===== config.mk =====
export PLATFORM = sky130hd
export DESIGN_NAME = multi_clock_divider
export DESIGN_NICKNAME = d
export VERILOG_FILES = /design/src/rtl/multi_clock_divider.sv
export SDC_FILE = /design/constraint.sdc
export NUM_CORES = 1
export LEC_CHECK = 0
export CAP_MARGIN = 10
export CELL_PAD_IN_SITES_DETAIL_PLACEMENT = 1
export CELL_PAD_IN_SITES_GLOBAL_PLACEMENT = 2
export CORE_MARGIN = 2
export CORE_UTILIZATION = 37
export DETAILED_ROUTE_END_ITERATION = 10
export HOLD_SLACK_MARGIN = 0.1
export PLACE_DENSITY = 0.69
export SYNTH_ARGS = -nofsm -noshare
export SYNTH_HDL_FRONTEND = slang
export SYNTH_SLANG_ARGS = --single-unit
export TNS_END_PERCENT = 100

===== constraint.sdc =====
create_clock -name clk -period 5.4 [get_ports clk]
set_input_delay 0.81 -clock clk [delete_from_list [all_inputs] [get_ports clk]]
set_output_delay 0.81 -clock clk [all_outputs]
set_load 0.02 [all_outputs]

===== src/rtl/multi_clock_divider.sv =====
// Runtime-programmable multi-channel clock divider with a valid/ready divisor port.
// Optional `define CLKDIV_SYNC_EN adds a sync input that phase-aligns all channels.
module multi_clock_divider #(
    parameter int          NUM_CH      = 4,
    parameter int          COUNT_WIDTH = 24,
    parameter int unsigned DEFAULT_MAX = 6000000 - 1,
    localparam int         CH_W        = (NUM_CH > 1) ? $clog2(NUM_CH) : 1
) (
    input  logic                   clk,
    input  logic                   rst_n,
`ifdef CLKDIV_SYNC_EN
    input  logic                   sync,
`endif
    input  logic                   cfg_valid,
    output logic                   cfg_ready,
    input  logic [CH_W-1:0]        cfg_ch,
    input  logic [COUNT_WIDTH-1:0] cfg_max,
    input  logic                   cfg_en,
    output logic [NUM_CH-1:0]      out,
    output logic [NUM_CH-1:0]      tick
);

    localparam logic [COUNT_WIDTH-1:0] DEF_MAX = COUNT_WIDTH'(DEFAULT_MAX);

    logic [COUNT_WIDTH-1:0] count      [NUM_CH];
    logic [COUNT_WIDTH-1:0] max_active [NUM_CH];
    logic [COUNT_WIDTH-1:0] max_shadow [NUM_CH];
    logic [NUM_CH-1:0]      pending;
    logic [NUM_CH-1:0]      en;
    logic [NUM_CH-1:0]      wr_sel;
    logic                   ch_valid;
    logic                   accept;
    logic                   sync_w;

`ifdef CLKDIV_SYNC_EN
    assign sync_w = sync;
`else
    assign sync_w = 1'b0;
`endif

    // Out-of-range channels always look ready so a stray write never stalls the port.
    assign ch_valid  = (32'(cfg_ch) < NUM_CH);
    assign cfg_ready = ch_valid ? ~pending[cfg_ch] : 1'b1;
    assign accept    = cfg_valid && cfg_ready && ch_valid;

    always_comb begin
        wr_sel = '0;
        for (int i = 0; i < NUM_CH; i++) begin
            wr_sel[i] = accept && (32'(cfg_ch) == i);
        end
    end

    always_ff @(posedge clk or negedge rst_n) begin
        if (!rst_n) begin
            for (int i = 0; i < NUM_CH; i++) begin
                count[i]      <= '0;
                max_active[i] <= DEF_MAX;
                max_shadow[i] <= DEF_MAX;
            end
            out     <= '0;
            tick    <= '0;
            pending <= '0;
            en      <= '1;
        end else begin
            for (int i = 0; i < NUM_CH; i++) begin
                if (en[i]) begin
                    if (wr_sel[i] && !cfg_en) begin
                        en[i]         <= 1'b0;
                        count[i]      <= '0;
                        out[i]        <= 1'b0;
                        tick[i]       <= 1'b0;
                        max_active[i] <= cfg_max;
                        pending[i]    <= 1'b0;
                    end else begin
                        if (sync_w) begin
                            count[i] <= '0;
                            out[i]   <= 1'b0;
                            tick[i]  <= 1'b0;
                            if (pending[i]) begin
                                max_active[i] <= max_shadow[i];
                                pending[i]    <= 1'b0;
                            end
                        end else if (count[i] == max_active[i]) begin
                            count[i] <= '0;
                            out[i]   <= ~out[i];
                            tick[i]  <= 1'b1;
                            if (pending[i]) begin
                                max_active[i] <= max_shadow[i];
                                pending[i]    <= 1'b0;
                            end
                        end else begin
                            count[i] <= count[i] + COUNT_WIDTH'(1);
                            tick[i]  <= 1'b0;
                        end
                        // Only reachable with pending clear, so this never races the apply above.
                        if (wr_sel[i]) begin
                            max_shadow[i] <= cfg_max;
                            pending[i]    <= 1'b1;
                        end
                    end
                end else begin
                    count[i] <= '0;
                    out[i]   <= 1'b0;
                    tick[i]  <= 1'b0;
                    if (wr_sel[i]) begin
                        max_active[i] <= cfg_max;
                        en[i]         <= cfg_en;
                    end
                end
            end
        end
    end

endmodule


==> run_results.csv <==
group,metric,value,unit
worst_hold_path,min-delay-path-class,"input port to asynchronous set/reset pin",
layout,stdcell_area,17300,sq um
synth,seq_area_frac_synth,51.2,%
synth,syn_area,15200,sq um
clock_tree,cts_made_buffers,38,
global_route,first_global_vias,10100,
synth,synth_cells,1211,
layout,final_cell_count_no_fill,1823,
power,power,8.78,mW
timing,max_freq,294,MHz
job,cap_violations,0,
floorplanning,core_area,40600,sq um
synth,netlist.area_leader.share,28.3,%
detailed_routing,num_vias,9313,
power,p_per_area,508,nW/um^2
critical_path,cp-start-kind,"input port",
clock_tree,post_cts_resized,0,
synth,synth_cell_types,45,
timing,hold_viol_final,0,
clock_tree,hold_buffers,0,
power,peakVddDrop,0.000249,V
detailed_routing,drtPass1Iterations,4,
clock_tree,cts_buffer_depth,3,
floorplanning,start_util,37.4,%
timing,slew_violations,0,
global_route,gr-usage-met1,25.7,%
place,post_dp_cell_area,16100,sq um
critical_path,path_class,"input port to output port",
critical_path,end_kind,"output port",
global_route,met3_usage,2.79,%
global_route,groute.usage.overall,18.1,%
floorplanning,num_io_pins,39,
detailed_routing,wl,36800,um
synth,synth_nets,1245,
global_route,grt_pass1_wl,59300,um
place,post-place-cells,1746,
timing,setup_violations,0,
critical_path,cp_data_arrival_time,2590,ps
layout,final_util,42.5,%
detailed_routing,vias_per_cell,5.11,
clock_tree,path_clk_slew,50,ps
synth,yosysMostFrequentCell,"mux2_2",
clock_tree,cts_root_buffer,"clkbuf_16",
clock_tree,clock_latency,530,ps
timing,rsz0062_at_grt,"false",
floorplanning,dieArea,42700,sq um
layout,nets,1288,
global_route,antenna_found_initial,2,
synth,synth-edff-count,0,
timing,period_needed,3400,ps
synth,ys_warn_count,0,
detailed_routing,drc,0,
synth,async_reset_ff_share,100,%
synth,synth_common_cells,"mux2_2 (217), dfrtp_1 (172), dfstp_2 (132), nor2_1 (117), xor2_1 (111)",
timing,period_share,63.0,%
place,globalplace.congestion,0.740,
synth,yosys_most_used_dff,"dfrtp_1",
detailed_routing,initialDrtViolationCount,347,
detailed_routing,wl_per_cell,20.2,um
timing,skew,18.6,ps
place,port_buffers,38,
floorplanning,die_x,207,um
synth,synth-seq-cells,304,
floorplanning,die_h,207,um
global_route,globalRouteOverflowTotal,0,
synth,synth.top_cells.by_area,"dfrtp_1 (28%), dfstp_2 (23%), mux2_2 (16%)",
clock_tree,cts_sinks,304,
global_route,grt-busiest-layer,"met2",
outcome,outcome,"finished, final reports clean",
layout,area_delta_synth_final,13.9,%
timing,fin_setup_tns,0,ps
critical_path,crit_fanout,6,
synth,synth_top_cell_by_area,"dfrtp_1",
power,leakage,7.24,nW
floorplanning,rows,74,
global_route,grt_max_degree,143,
place,place_hpwl,24800,um
clock_tree,cts_tree,"built",
critical_path,required,4590,ps
timing,worst_pin_slew,1180,ps
synth,avgSynthCellArea,12.5,sq um
global_route,use_met2,29.5,%
clock_tree,cts_max_level,2,
clock_tree,cts_setup_buffers,0,
timing,relSlewSlack,19.9,%
layout,drive_gt1_share,36.9,%
detailed_routing,ant_nets,0,
-- cells by family after synthesis --
family	count (synthesis)	synth area share (%)
fa+ha+maj	4	0.330
buf+inv	61	2.29
flops	304	51.2
mux	292	22.7
compound gates	28	1.39
xor+xnor	184	10.6
simple gates	338	11.5
-- critical path: stages --
cell             delay, ps
clkdlybuf4s50_1        580
mux4_2                 540
inv_1                   70
clkdlybuf4s50_1        590
-- state kept, by name, summed over array words and instances (netlist names), named ones only --
signal      cells
count          96
max_active     96
max_shadow     96
out             4
pending         4
tick            4
-- power by group --
part	switching, mW	leakage [nW]	total, mW	internal [mW]
sequential	0.564	3.67	3.90	3.34
clock	0.965	0.590	2.45	1.49
combinational	1.07	2.98	2.43	1.35
-- final cells by class --
class	instances	area, sq um
diodes	8	20.0
clock buffers	66	1190
clock inverters	3	18.8
fillers	4258	23400
inverters	13	48.8
multi-input cells	846	7080
flip-flops and latches	304	7770
well taps	532	666
repair buffers	51	495
-- worst paths after layout --
kind                            start        end  slack [ps]  depth (start not counted)
hold / removal                  rst_n  count[52]         330                          1
setup reg to reg           pending[3]   count[9]        2590                          5
min in group clk            count[24]  count[24]         500                          1
setup / recovery            cfg_ch[0]  cfg_ready        2000                          4
max in group asynchronous       rst_n  count[44]        3720                          2
hold reg to reg             count[24]  count[24]         500                          1
-- metrics by stage --
| stage | hold WS, ps | setup slack, ps |
|---|---|---|
| after floorplan | 464 | 2810 |
| after global placement | 482 | 1780 |
| after detailed placement | 491 | 1760 |
| after CTS | 382 | 1980 |
| after global routing | 385 | 1920 |
| final | 331 | 2000 |
-- placed cells by master (no fill, tap or decap), types with 21 or more instances in the layout --
cell and instances:
xor2_1 111, dfrtp_1 172, mux2_1 34, nor2_1 115, nor3_1 22, clkdlybuf4s50_1 37, dfstp_2 132, nand3_1 33
nand2_1 37, nor4_1 33, mux2_4 40, clkbuf_16 40, and4_1 21, xnor2_1 73, mux2_2 217, nand4_1 39
-- per-layer routing --
| layer | up-vias | part of all wire, % |
|---|---|---|
| met5 | - | 0 |
| met4 | 0 | 1.6 |
| met3 | 43 | 3.6 |
| met2 | 108 | 47 |
| met1 | 4826 | 48 |
| li1 | 4336 | - |
Note: power is estimated with default switching activity, not from simulation.
